File: src/rtl/systolic_feeder.sv
// systolic_feeder: operand transmitter for an N x N systolic MAC array.
// Buffers one A and one B matrix and streams them into the array edges with
// diagonal skew and zero padding. Every output is registered.
// Build option: define SYSTOLIC_FEEDER_AUTO_CLR_EN to insert a one-cycle
// CLEAR state that pulls pe_clr_no low before each run; without it the
// array accumulates across runs and pe_clr_no is tied high.
module systolic_feeder #(
  parameter int unsigned DATA_WIDTH = 32,
  parameter int unsigned N          = 4
) (
  input  logic                    clk_i,
  input  logic                    rst_ni,
  input  logic                    wr_en_i,
  input  logic                    wr_sel_i,
  input  logic [$clog2(N)-1:0]    wr_row_i,
  input  logic [$clog2(N)-1:0]    wr_col_i,
  input  logic [DATA_WIDTH-1:0]   wr_data_i,
  input  logic                    start_i,
  output logic                    busy_o,
  output logic                    done_o,
  output logic                    pe_clr_no,
  output logic [N*DATA_WIDTH-1:0] a_o,
  output logic [N*DATA_WIDTH-1:0] b_o
);

  localparam int unsigned IW = $clog2(N);
  localparam int unsigned SW = $clog2(3*N);
  localparam logic [SW-1:0] LAST_STEP = SW'(3*N-3);

  typedef enum logic [1:0] {IDLE, CLEAR, FEED, DONE} state_t;

  state_t                  state, state_nx;
  logic [SW-1:0]           step, step_nx;
  logic [DATA_WIDTH-1:0]   a_buf    [N][N];
  logic [DATA_WIDTH-1:0]   b_buf    [N][N];
  logic [DATA_WIDTH-1:0]   a_buf_nx [N][N];
  logic [DATA_WIDTH-1:0]   b_buf_nx [N][N];
  logic [N*DATA_WIDTH-1:0] a_nx, b_nx;
  logic                    busy_nx, done_nx;
  int unsigned             t;

  // Buffer write path; lanes read the post-write view so a write issued
  // alongside start is already visible in the first feed cycle.
  always_comb begin
    a_buf_nx = a_buf;
    b_buf_nx = b_buf;
    if (state == IDLE && wr_en_i) begin
      if (wr_sel_i) b_buf_nx[wr_row_i][wr_col_i] = wr_data_i;
      else          a_buf_nx[wr_row_i][wr_col_i] = wr_data_i;
    end
  end

  // Next-state and feed-step sequencing.
  always_comb begin
    state_nx = state;
    step_nx  = step;
    case (state)
      IDLE: begin
        step_nx = '0;
        if (start_i) begin
`ifdef SYSTOLIC_FEEDER_AUTO_CLR_EN
          state_nx = CLEAR;
`else
          state_nx = FEED;
`endif
        end
      end
      CLEAR: begin
        state_nx = FEED;
        step_nx  = '0;
      end
      FEED: begin
        if (step == LAST_STEP) begin
          state_nx = DONE;
          step_nx  = '0;
        end else begin
          step_nx = step + SW'(1);
        end
      end
      DONE:    state_nx = IDLE;
      default: state_nx = IDLE;
    endcase
  end

  // Output values for the coming cycle, derived from the next state and step.
  always_comb begin
    a_nx    = '0;
    b_nx    = '0;
    t       = 32'(step_nx);
    busy_nx = (state_nx != IDLE);
    done_nx = (state_nx == DONE);
    if (state_nx == FEED) begin
      for (int unsigned i = 0; i < N; i++) begin
        if (t >= i && t - i < N) begin
          a_nx[i*DATA_WIDTH +: DATA_WIDTH] = a_buf_nx[IW'(i)][IW'(t - i)];
          b_nx[i*DATA_WIDTH +: DATA_WIDTH] = b_buf_nx[IW'(t - i)][IW'(i)];
        end
      end
    end
  end

  // State, step and operand buffers.
  always_ff @(posedge clk_i) begin
    if (!rst_ni) begin
      state <= IDLE;
      step  <= '0;
      for (int unsigned r = 0; r < N; r++) begin
        for (int unsigned c = 0; c < N; c++) begin
          a_buf[r][c] <= '0;
          b_buf[r][c] <= '0;
        end
      end
    end else begin
      state <= state_nx;
      step  <= step_nx;
      a_buf <= a_buf_nx;
      b_buf <= b_buf_nx;
    end
  end

  // Registered outputs.
  always_ff @(posedge clk_i) begin
    if (!rst_ni) begin
      a_o    <= '0;
      b_o    <= '0;
      busy_o <= 1'b0;
      done_o <= 1'b0;
    end else begin
      a_o    <= a_nx;
      b_o    <= b_nx;
      busy_o <= busy_nx;
      done_o <= done_nx;
    end
  end

`ifdef SYSTOLIC_FEEDER_AUTO_CLR_EN
  // Array clear is asserted for the whole CLEAR cycle.
  always_ff @(posedge clk_i) begin
    if (!rst_ni) pe_clr_no <= 1'b1;
    else         pe_clr_no <= (state_nx != CLEAR);
  end
`else
  assign pe_clr_no = 1'b1;
`endif

endmodule

File: config.mk
export PLATFORM = sky130hd
export DESIGN_NAME = systolic_feeder
export DESIGN_NICKNAME = d
export VERILOG_FILES = /design/src/rtl/systolic_feeder.sv
export SDC_FILE = /design/constraint.sdc
export NUM_CORES = 2
export LEC_CHECK = 0
export ABC_AREA = 1
export ABC_CLOCK_PERIOD_IN_PS = 3500
export BUFFER_PORTS_ARGS = -buffer_cell sky130_fd_sc_hd__buf_2
export CAP_MARGIN = 15
export CORE_UTILIZATION = 45
export DETAILED_ROUTE_END_ITERATION = 7
export RECOVER_POWER = 50
export SLEW_MARGIN = 20
export SYNTH_ARGS = -nofsm -noshare
export SYNTH_HDL_FRONTEND = slang
export SYNTH_SLANG_ARGS = --single-unit
File: constraint.sdc
create_clock -name clk_i -period 3.5 [get_ports clk_i]
set_input_delay 0.175 -clock clk_i [delete_from_list [all_inputs] [get_ports clk_i]]
set_output_delay 0.175 -clock clk_i [all_outputs]
set_load 0.005 [all_outputs]
After elaboration in Yosys (flattened, before gate mapping):

Index checks and enable logic that the tools add are counted.

* input port bits: 41
* register bits: 1288
* word-level logic and storage cells: 127
* output and inout bits: 259

* muxes and demuxes: 39
* reductions and logical operators: 13
* bitwise gates (word level): 6
* $lt $le $gt $ge: 15
* equality and inequality tests: 6
* add/sub/neg operators: 4

Operators by type and width (number)
* 512-bit two-way mux: 4
* 128-bit binary-select mux with 2-bit select: 4
* 512-bit bitwise mux: 2
* 128-bit two-way mux: 3
* 32-bit two-way mux: 11
* 32-bit binary-select mux with 2-bit select: 4
* 128-bit demux with 2-bit select: 1
* 96-bit two-way mux: 2
* 64-bit two-way mux: 2
* 32-bit by 3-bit < comparator with 1-bit output (second input constant): 3
* 32-bit demux with 2-bit select: 1
* 3-bit >= comparator (second input constant): 6
* 2-bit inverter with 3-bit output: 6
* 3-bit AND reduction: 4
* 4-bit by 2-bit subtractor with 5-bit output (second input constant): 2
* 2-bit == test (second input constant): 4
* 4-bit by 2-bit >= comparator with 1-bit output (second input constant): 2
* 2-bit one-hot mux with 4 select lines: 1
* 4-bit one-hot mux with 2 select lines: 1
* 1-bit logical AND: 6
* 3-bit by 1-bit < comparator with 1-bit output (second input constant): 2
* 4-bit by 1-bit subtractor with 5-bit output (second input constant): 1
* 4-bit by 1-bit adder with 4-bit output (second input constant): 1
* 4-bit == test (second input constant): 1
* other kinds (8): 9

Logic depth before layout (Yosys ltp):

* depth in word-level cells: 13
* gate-level depth with buffers: 18
* gate-level depth less buffers: 15

Least setup slack after synthesis:

OpenSTA, ideal clock, no wires.

* path type: flip-flop to flip-flop
* start point: reg state[1]
* end point: reg b_o[105]
* period minus slack after synthesis: 3.023 ns
* arrival: 2.952 ns
* required time: 3.430 ns
* buffers on the path: 6
* path slack: 0.477 ns
* setup time: 0.070 ns
* cell stages (with the launch flop): 18
* cell sequence: dfxtp_1 -> ha_1 -> inv_1 -> nand2_1 -> nor2_1 -> nand2_1 -> nand2_1 -> inv_1 -> buf_2 -> clkbuf_1 -> clkbuf_1 -> ha_1 -> clkbuf_1 -> inv_2 -> clkbuf_1 -> clkbuf_1 -> nand3_1 -> a21oi_1

* cells in the longest elaborated chain, start to end: 8
* elaborated cells on any way between the ends: 21
* classes of those cells: add/sub: 1; order compare: 2; eq/ne: 4; mux: 8; bitwise: 1; reduce/logical: 5

RTL lines
* start, declared: RTL line 32 `state_t state, state_nx;`
* start signal, assigned: RTL line 114 `state <= state_nx;`
* branches (longest 8 deep; another with 32-bit by 3-bit < comparator with 1-bit output)
* end signal, assigned: RTL line 130 `b_o <= b_nx;`
* end, declared: RTL line 23 `output logic [N*DATA_WIDTH-1:0] b_o`

Several ways; the timed one is not identified. The select of a mux whose other input is x is not followed.
A chain may end at the register's enable or synchronous reset.

Worst setup path in the final report:

* start point: reg state[0]
* end point: reg b_o[126]

The elaborated chain is that of the path after synthesis.

==> results by group <==
Run status
  – Status: completed

Yosys
  – Post-Synth Simple-Gate Area: about a third
  – Synth area leaders: dfxtp_1 50%, nand2_1 15%, nand3_1 12%
  – Syn_nets: 7379
  – Register bit total from synthesis: 1288
  – Share of the synthesized area in the top cell type: 49.65%
  – Adder-cell share of the synthesized area: less than 1%
  – Syn avg cell area: 7.089 um2
  – Synth cell types: 24
  – Mapped Area: slightly above 50000 um2
  – Cells after synthesis: ~7300
  – Synth Area in XOR/XNOR: 0%
  – Synth Area in Compound Gates: 11.77%
  – Largest family of logic cells by synthesized area: simple AND/OR/NAND/NOR gates
  – Seq/Total Area, Yosys: 49.65%
  – Yosys Warn Count: 0
  – Post-synth top area cell: dfxtp_1
  – Multiplexer share of the synthesized area: 0%

STA
  – Final Cycle Share: ~90%
  – Final Worst Setup Slack: about 0.28 ns
  – Max-Slew Margin vs Limit: approximately 2.6%
  – Worst slew pin tran: 1.461 ns
  – RSZ-0062 raised after global routing: no
  – Final Slew Violations: 0
  – Peak Freq: about 310 MHz
  – Clock Skews: approximately 0.025 ns
  – Setup TNS: 0 ns
  – Hold Vio Cnt, Final: 0
  – Minimum clock period: 3.222 ns
  – Setup violations, final: 0

Place
  – Port bufs: about 300
  – Pre-CTS WS: 0.5390 ns
  – Placer Congestion: about 0.9
  – Post-DP HPWL: about 120 mm
  – Inst Count DP: 8791

Cells and area
  – Area Growth Syn to Fin: 15.96%
  – Final core utilization: around 53%
  – Final-stage net count: 7503
  – # fillers: 11139
  – Layout Cells excl Fill: around 9100
  – Share of cells above drive strength 1: between 8 and 9%

Floorplanning
  – Full die area: between 100000 and 150000 um2
  – Floorplan die height: between 300 and 400 um
  – Ports: 300
  – Initial Util: between 40% and 50%
  – Die outline width: 341.7 um
  – Row count: about 120
  – Core area: approximately 110000 um2

Clock tree
  – CTS resizes: 0
  – H-tree depth reported by CTS: 4
  – Later-pin clock latency in the skew report: just under 0.8 ns
  – CTS tree: built
  – Clock buffer count from CTS: roughly 140
  – Sinks on Clock Net: 1288
  – Clock root cell: clkbuf_16
  – # Post-CTS Setup Buffers: 0
  – Worst-path clk slew: roughly 0.060 ns
  – Max Buffers Root-to-Sink: 3

Power
  – VDD IR max: roughly 0.46 mV
  – Power per cell area: ~570 nW/um2
  – LEAKAGE: 0.02499 uW

Drt
  – Routed len/inst: 22.35 um
  – DRT antenna net count: 0
  – DRC: 0
  – Final wirelength: roughly 200 mm
  – First-pass DRT Iterations: 6
  – Vias per cell: ~5.7
  – Via Count: 51515
  – DRT iter0 DRCs: 6522

Worst hold path
  – Min-delay worst type: primary input to flop

Global routing
  – Initial antenna violation count: 18
  – Largest net degree at the start of global routing: a little under 200
  – Number of global-route vias before repair: between 40000 and 50000
  – GRT Util Overall: between 30% and 40%
  – Grt total ovfl: 0
  – First-pass GRT wire length: 296.9 mm

Worst setup path
  – Data arrival, critical path: 3.88 ns
  – Crit path required time: 4.16 ns
  – CP Class: flop to flop
  – Setup crit end kind: flop
  – Critical path peak fanout: 22
  – Startpoint types: flop

Run
  – Maxcap violations: 0
-- repair_timing --
item,4_1_cts,5_1_grt
setup endpoints to repair,0,0
hold endpoints to repair,101,0
hold buffers,28,0
-- flip-flops by register name, summed over array words and instances (netlist names) --
register / cells
a_buf: 512
done_o: 1
step: 4
state: 2
a_o: 128
b_buf: 512
busy_o: 1
b_o: 128
-- per-stage QoR --
stage	total power, uW	hold slack (ns)	area, um2
2_1_floorplan	17400	0.3379	51940
3_3_place_gp	18960	0.4541	55440
3_5_place_dp	18970	0.4587	55440
4_1_cts	34210	0.002762	60470
5_1_grt	35150	0.04636	60210
6_report	34160	0.04673	60220
-- power by group --
part / internal (uW) / total (uW) / switching, uW
clock: 9080 / 15400 / 6320
sequential: 14800 / 14900 / 74.6
combinational: 1050 / 3890 / 2840
total: 24900 / 34200 / 9240
-- critical path, cell delays in order, from the launching register on --
cell,delay (ns)
dfxtp_1,0.32
inv_1,0.09
ha_1,0.27
nand2_2,0.24
nor2_1,0.15
buf_4,0.21
nand3_1,0.69
buf_4,0.52
o21a_1,0.21
nand2_1,0.05
nand2_1,0.07
a21oi_1,0.28
-- cells by family (layout without fill, tap and decap cells) --
kind of cell / after synthesis / after routing
buf+inv: 856 / 1079
flops: 1288 / 1288
compound gates: 1198 / 1198
other cells: 1 / 7
simple gates: 3971 / 3971
fa+ha+maj: 12 / 12
-- cell type report --
cell class	instances	area, um2	area share, %
Clock buffer	200	4145	6.883
Clock inverter	42	606.8	1.008
Sequential cell	1288	25780	42.82
Inverter	274	1051	1.745
Timing Repair Buffer	563	3711	6.162
Multi-Input combinational cell	5182	23020	38.22
Antenna cell	6	15.01	0.02493
Tap cell	1512	1892	3.141
-- worst paths after layout --
kind | start | endpoint | slack, ns | cells past startpoint
worst max-delay path | state[0]$_SDFF_PN0_ | b_o[126]$_SDFF_PN0_ | 0.28 | 11
worst max register to register | state[0]$_SDFF_PN0_ | b_o[126]$_SDFF_PN0_ | 0.28 | 11
worst min-delay path | wr_data_i[19] | b_buf[211]$_SDFF_PN0_ | 0.05 | 4
worst min register to register | a_buf[11]$_SDFF_PN0_ | a_buf[11]$_SDFF_PN0_ | 0.47 | 2
-- per-layer routing --
metal  up-vias  part of all wire, %  global-route usage [%]
met5         -                0.013                       0
met4         4                  5.0                   16.16
met3       426                   10                   6.039
met2      2559                   43                   50.23
met1     24284                   42                   47.04
li1      24242                    -                       -
-- Yosys cell counts --
| cell type | instances |
|---|---|
| nand3_2 | 1 |
| buf_4 | 1 |
| inv_2 | 4 |
| nand3_1 | 1279 |
| a21oi_1 | 951 |
| nor3_1 | 11 |
| nand4_1 | 18 |
| clkinv_1 | 20 |
| nor2_1 | 642 |
| clkbuf_2 | 1 |
| o21ai_1 | 3 |
| inv_1 | 250 |
| buf_1 | 67 |
| o21ai_0 | 197 |
| o21a_1 | 47 |
| conb_1 | 1 |
| nand3b_1 | 1 |
| nor2_2 | 4 |
| clkbuf_1 | 458 |
| ha_1 | 12 |
| buf_2 | 55 |
| nor3_2 | 2 |
| nand2_1 | 2013 |
| dfxtp_1 | 1288 |
-- placed cells by master, fill, tap and decap left out, types with 3 or more instances in the layout --
| cell type | Yosys | layout |
|---|---|---|
| inv_16 | 0 | 3 |
| buf_4 | 1 | 182 |
| diode_2 | 0 | 6 |
| inv_6 | 0 | 4 |
| ha_1 | 12 | 11 |
| nor3_1 | 11 | 3 |
| clkbuf_8 | 0 | 31 |
| nor2_1 | 642 | 619 |
| nor2_2 | 4 | 27 |
| inv_8 | 0 | 3 |
| inv_1 | 250 | 248 |
| buf_1 | 67 | 4 |
| a21oi_1 | 951 | 951 |
| nand2_1 | 2013 | 2006 |
| o21ai_0 | 197 | 197 |
| clkinv_1 | 20 | 19 |
| o21a_1 | 47 | 47 |
| bufinv_16 | 0 | 11 |
| clkinv_8 | 0 | 4 |
| nor3_2 | 2 | 10 |
| nand4_1 | 18 | 18 |
| clkbuf_1 | 458 | 166 |
| buf_12 | 0 | 32 |
| clkbuf_16 | 0 | 145 |
| clkinv_2 | 0 | 16 |
| inv_4 | 0 | 3 |
| o21ai_1 | 3 | 3 |
| dfxtp_1 | 1288 | 1288 |
| clkbuf_2 | 1 | 10 |
| nand2_2 | 0 | 5 |
| dlygate4sd3_1 | 0 | 28 |
| nand3_1 | 1279 | 1276 |
| buf_2 | 55 | 165 |
| nand3_2 | 1 | 4 |
No activity file was read; power rests on OpenSTA's default activity.
